$ cat src/rtl/sat_accum_pkg.sv
// Shared definitions for the saturating accumulator.
//   state_e      : FSM states IDLE / ACCUM / DONE
//   ACC_W        : default operand/accumulator width
//   SMAX / SMIN  : signed extremes at the default width
//   smax / smin  : the same extremes for any width (1..64), zero-extended to 64 bits
package sat_accum_pkg;

    typedef enum logic [1:0] {
        ST_IDLE  = 2'd0,
        ST_ACCUM = 2'd1,
        ST_DONE  = 2'd2
    } state_e;

    localparam int unsigned ACC_W = 8;

    function automatic logic [63:0] smax(input int unsigned w);
        return (64'd1 << (w - 1)) - 64'd1;
    endfunction

    function automatic logic [63:0] smin(input int unsigned w);
        return 64'd1 << (w - 1);
    endfunction

    localparam logic [ACC_W-1:0] SMAX = {1'b0, {(ACC_W-1){1'b1}}};
    localparam logic [ACC_W-1:0] SMIN = {1'b1, {(ACC_W-1){1'b0}}};

endpackage

$ cat src/rtl/add_sub_ovf.sv
// Combinational two's-complement adder/subtractor with signed overflow flag.
//   a_i, b_i : operands (WIDTH, WIDTH >= 2)
//   sub_i    : 1 -> a - b, 0 -> a + b
//   sum_o    : WIDTH-bit wrapped result
//   ov_o     : signed overflow (carry into MSB xor carry out of MSB)
module add_sub_ovf #(
    parameter int WIDTH = 8
) (
    input  logic [WIDTH-1:0] a_i,
    input  logic [WIDTH-1:0] b_i,
    input  logic             sub_i,
    output logic [WIDTH-1:0] sum_o,
    output logic             ov_o
);

    logic [WIDTH-1:0] b_eff;
    logic [WIDTH-1:0] lo;     // lo[WIDTH-1] is the carry into the MSB
    logic [1:0]       hi;     // {carry out of MSB, MSB sum bit}

    // Subtraction as a + ~b + 1; sub_i doubles as the carry-in.
    assign b_eff = sub_i ? ~b_i : b_i;
    assign lo    = {1'b0, a_i[WIDTH-2:0]} + {1'b0, b_eff[WIDTH-2:0]}
                 + {{(WIDTH-1){1'b0}}, sub_i};
    assign hi    = {1'b0, a_i[WIDTH-1]} + {1'b0, b_eff[WIDTH-1]}
                 + {1'b0, lo[WIDTH-1]};

    assign sum_o = {hi[0], lo[WIDTH-2:0]};
    assign ov_o  = lo[WIDTH-1] ^ hi[1];

endmodule

$ cat src/rtl/sat_accum.sv
// Saturating signed accumulator over a framed valid/ready operand stream.
//   clk, rst_n : clock, synchronous active-low reset
//   start      : clear accumulator and begin a new frame (also restarts one in progress)
//   in_vld/in_data/in_sub/in_rdy : operand handshake; in_sub=1 subtracts
//   acc_out    : running (then final) accumulator value
//   acc_vld    : one-cycle pulse once NUM_SMPL operands have been taken
//   sat_flag   : sticky, a clamp happened somewhere in the current frame
module sat_accum
    import sat_accum_pkg::*;
#(
    parameter int WIDTH    = ACC_W,
    parameter int NUM_SMPL = 4,
    parameter int CNT_W    = $clog2(NUM_SMPL + 1)
) (
    input  logic             clk,
    input  logic             rst_n,
    input  logic             start,
    input  logic             in_vld,
    input  logic [WIDTH-1:0] in_data,
    input  logic             in_sub,
    output logic             in_rdy,
    output logic [WIDTH-1:0] acc_out,
    output logic             acc_vld,
    output logic             sat_flag
);

    localparam logic [WIDTH-1:0] SAT_HI = WIDTH'(smax(WIDTH));
    localparam logic [WIDTH-1:0] SAT_LO = WIDTH'(smin(WIDTH));
    localparam logic [CNT_W-1:0] LAST   = CNT_W'(NUM_SMPL);

    state_e           state_q, state_d;
    logic [WIDTH-1:0] acc_q, acc_d;
    logic [CNT_W-1:0] cnt_q, cnt_d, cnt_inc;
    logic             sat_q, sat_d;
    logic [WIDTH-1:0] sum;
    logic             ov;
    logic             xfer;

    add_sub_ovf #(.WIDTH(WIDTH)) u_addsub (
        .a_i   (acc_q),
        .b_i   (in_data),
        .sub_i (in_sub),
        .sum_o (sum),
        .ov_o  (ov)
    );

    // start takes priority over any operand offered in the same cycle.
    assign in_rdy  = (state_q == ST_ACCUM) & ~start;
    assign xfer    = in_vld & in_rdy;
    assign cnt_inc = cnt_q + 1'b1;

    always_comb begin
        state_d = state_q;
        acc_d   = acc_q;
        cnt_d   = cnt_q;
        sat_d   = sat_q;
        if (start) begin
            // Same clear from every state; a partial frame is simply dropped.
            state_d = ST_ACCUM;
            acc_d   = '0;
            cnt_d   = '0;
            sat_d   = 1'b0;
        end else begin
            case (state_q)
                ST_ACCUM: begin
                    if (xfer) begin
                        // On overflow a wrapped-negative sum means the true result
                        // went past the top, and vice versa.
                        acc_d = ov ? (sum[WIDTH-1] ? SAT_HI : SAT_LO) : sum;
                        sat_d = sat_q | ov;
                        cnt_d = cnt_inc;
                        if (cnt_inc == LAST) state_d = ST_DONE;
                    end
                end
                ST_DONE: state_d = ST_IDLE;
                default: state_d = ST_IDLE;
            endcase
        end
    end

    always_ff @(posedge clk) begin
        if (!rst_n) begin
            state_q <= ST_IDLE;
            acc_q   <= '0;
            cnt_q   <= '0;
            sat_q   <= 1'b0;
        end else begin
            state_q <= state_d;
            acc_q   <= acc_d;
            cnt_q   <= cnt_d;
            sat_q   <= sat_d;
        end
    end

    assign acc_out  = acc_q;
    assign acc_vld  = (state_q == ST_DONE);
    assign sat_flag = sat_q;

endmodule
$ cat config.mk
export PLATFORM = sky130hd
export DESIGN_NAME = sat_accum
export DESIGN_NICKNAME = d
export VERILOG_FILES = /design/src/rtl/sat_accum_pkg.sv /design/src/rtl/add_sub_ovf.sv /design/src/rtl/sat_accum.sv
export SDC_FILE = /design/constraint.sdc
export NUM_CORES = 1
export LEC_CHECK = 0
export ABC_CLOCK_PERIOD_IN_PS = 4000
export CORE_MARGIN = 1.5
export CORE_UTILIZATION = 51
export CTS_CLUSTER_SIZE = 10
export DETAILED_ROUTE_END_ITERATION = 12
export PLACE_DENSITY = 0.79
export SLEW_MARGIN = 30
export SYNTH_ARGS = -nofsm -noshare
export SYNTH_HDL_FRONTEND = slang
export SYNTH_SLANG_ARGS = --single-unit
$ cat constraint.sdc
create_clock -name clk -period 4 [get_ports clk]
set_clock_uncertainty 0.2 [all_clocks]
set_input_delay 0.8 -clock clk [delete_from_list [all_inputs] [get_ports clk]]
set_output_delay 0.8 -clock clk [all_outputs]
set_load 0.1 [all_outputs]
==> metrics <==
status=completed; core region area=2190 µm²; sw power=115 µW; via count=1079; post-place instance area=1520 µm²; Worst setup EP type=register; DP Wirelength=2.19 mm; H-tree levels=1; synthesized netlist cell count=132; GRT Resource Usage Total=24.2%; Placed Instances=193; slowest CP cell=clkdlybuf4s50_1; Netlist cell types=46; CP delay by family, top=adder cells; Final Instance Area=1570 µm²; Seq/Total Area, Yosys=23.8%; Worst path max stage delay=410 ps; GP Congestion=0.797; commonest non-fill, non-tap cell in the layout=clkdlybuf4s50_1; IO buf count=23; most used cell, CP=buf_4; Setup-failing EPs final=0; Worst-path clk slew=80 ps; period utilization=95.7%; Layout Nets=196; Yosys top cell by area=dfxtp_1; async set-reset flop share out of synthesis=0%; EDFF count, synth=0; top cell type's share of synthesized area=23.8%; Max Root-Sink Buffers=2; Worst Path Buf+Inv=3; first-pass GRT wire length=4.80 mm; power per cell area=235 nW/µm²; Synth area leaders=dfxtp_1, ha_1, xor2_1, fa_1, a21oi_1; DR iter-0 viols=25; # IOs=24; Non-Filler Instances=198; largest net degree at the start of global routing=16; Leakage=0.000679 µW; Tightest Hold Check Type=reg -> reg; final WL=2.74 mm; hold depth=2; fmax=261 MHz; Gate power share=33.6%; Main synth FF type=dfxtp_1; yosys warns=0; CP Data Required Time=3960 ps; die area=2610 µm²; Int Power=254 µW; Clock Root Buffer=clkbuf_4; clock sinks=14; crit path max fanout=11; Layout area overhead=33.2%; drt wl/cell=13.8 µm; worst r2r path cells=10; most frequent cells in the layout=clkdlybuf4s50_1, buf_4, dfxtp_1; initial antenna violation count=0; final hold viol count=0; WS Path Type=in -> reg; Critical Path Stages=13; hold buffer count at cts=0; min Tclk post-route=3830 ps; die width=51.1 µm; vias per inst=5.45; Die H=51.1 µm; Clock Power Share=27.3%; antenna cells=0; layout cells sized above 1=22.4%; share of power burned in registers=39.0%; maximum VDD drop=0.164 mV; crit path launch type=primary input; Slew HR=34.9%; GRT overflow=0; Slew Limit Fails=0; DRC Markers=0; number of global-route vias before repair=1073; DR pass1 iterations=4; post-synthesis register bit count=14; row cnt=17; setup TNS=0 ps; Sw Ratio=31.1%; CTS tree=built; Syn Area/Cell=8.94 µm²; Post-DRT Antenna Nets=0; initial core utilization=53.9%; syn nets=157; worst slew pin tran=973 ps; Clk Latency, worst-skew pair=280 ps; Util after Layout=71.7%; MaxCap Viol Count=0; CTS Buf Count=3; Synth Cell Area=1180 µm²; CP Cell Sequence=clkdlybuf4s50_1 > buf_4 > xor2_1 > ha_1 > a21oi_1 > o221ai_2 > a31oi_2 > fa_2 > or3b_1 > mux2i_1 > buf_4 > o211a_4 > nor3_2; crit path DAT=3790 ps
## cells by family after synthesis
group	after synthesis	share of synthesized area, %
muxes	3	2.86
buffers and inverters	13	6.57
adders and majority gates	12	14.6
and+or+nand+nor	49	26.4
DFF	14	23.8
xor gates and xnor gates	14	10.4
AOI/OAI and AO/OA	27	15.4
## final timing paths
| check | from | to | slack [ps] |
|---|---|---|---|
| max | in_sub | acc_out[4] | 170 |
| min | sat_flag | sat_flag | 280 |
| max reg2reg | acc_out[2] | acc_out[4] | 1090 |
| min reg2reg | sat_flag | sat_flag | 280 |
## timing repair
action,CTS,global route
gates resized for setup,0,2
endpoints found under the setup margin,0,8
buffers inserted,0,1
endpoints found under the hold margin,0,0
## power groups by stage
stage | sequential [µW] | combinational [µW] | clock, µW
2_1_floorplan | 157 | 66.9 | 0
3_3_place_gp | 147 | 116 | 0
3_5_place_dp | 147 | 120 | 0
4_1_cts | 144 | 121 | 99.8
5_1_grt | 145 | 135 | 108
6_report | 144 | 124 | 101
## per-layer routing
layer,share of wire (%),GRT usage (%),up-vias
li1,-,-,552
met1,44,31.0,491
met2,51,43.1,32
met3,3.9,2.34,4
met4,1.3,6.76,0
met5,0,0,-
## sequential cells by signal, summed over array words and instances, names as in the netlist
register	count
state_q	2
sat_flag	1
acc_out	8
cnt_q	3
## synthesized netlist by cell type (3+ instances only)
library cell / n
ha_1: 9
xnor2_1: 3
fa_1: 3
or3_1: 3
xor2_1: 11
nand3_1: 7
a21oi_1: 8
nand2_1: 8
inv_1: 5
o21ai_0: 8
nor2b_1: 3
buf_2: 3
nor3_2: 4
dfxtp_1: 14
nor4_1: 3
## cell type report
class	count	area [µm²]
Tap cell	28	35.0
Multi-Input combinational cell	105	831
Fill cell	166	619
Inverter	5	18.8
Clock buffer	4	36.3
Sequential cell	14	280
Timing Repair Buffer	42	370
## stage by stage
stage / power, µW / hold WS [ps] / worst slack, ps
floorplan: 224 / 257 / 255
global placement: 263 / 238 / -50.0
detailed placement: 267 / 263 / -181
CTS: 365 / 274 / 87.4
global route: 388 / 316 / -9.98
finish: 369 / 282 / 174
## worst register-to-register path, stage by stage (launching register included)
cell and delay [ps]:
dfxtp_1 350, ha_1 390, a21oi_1 130, o221ai_2 210, a31oi_2 150, fa_2 400
or3b_1 390, mux2i_1 130, buf_4 190, o211a_4 220, nor3_2 50
Note: power is estimated with default switching activity, not from simulation.
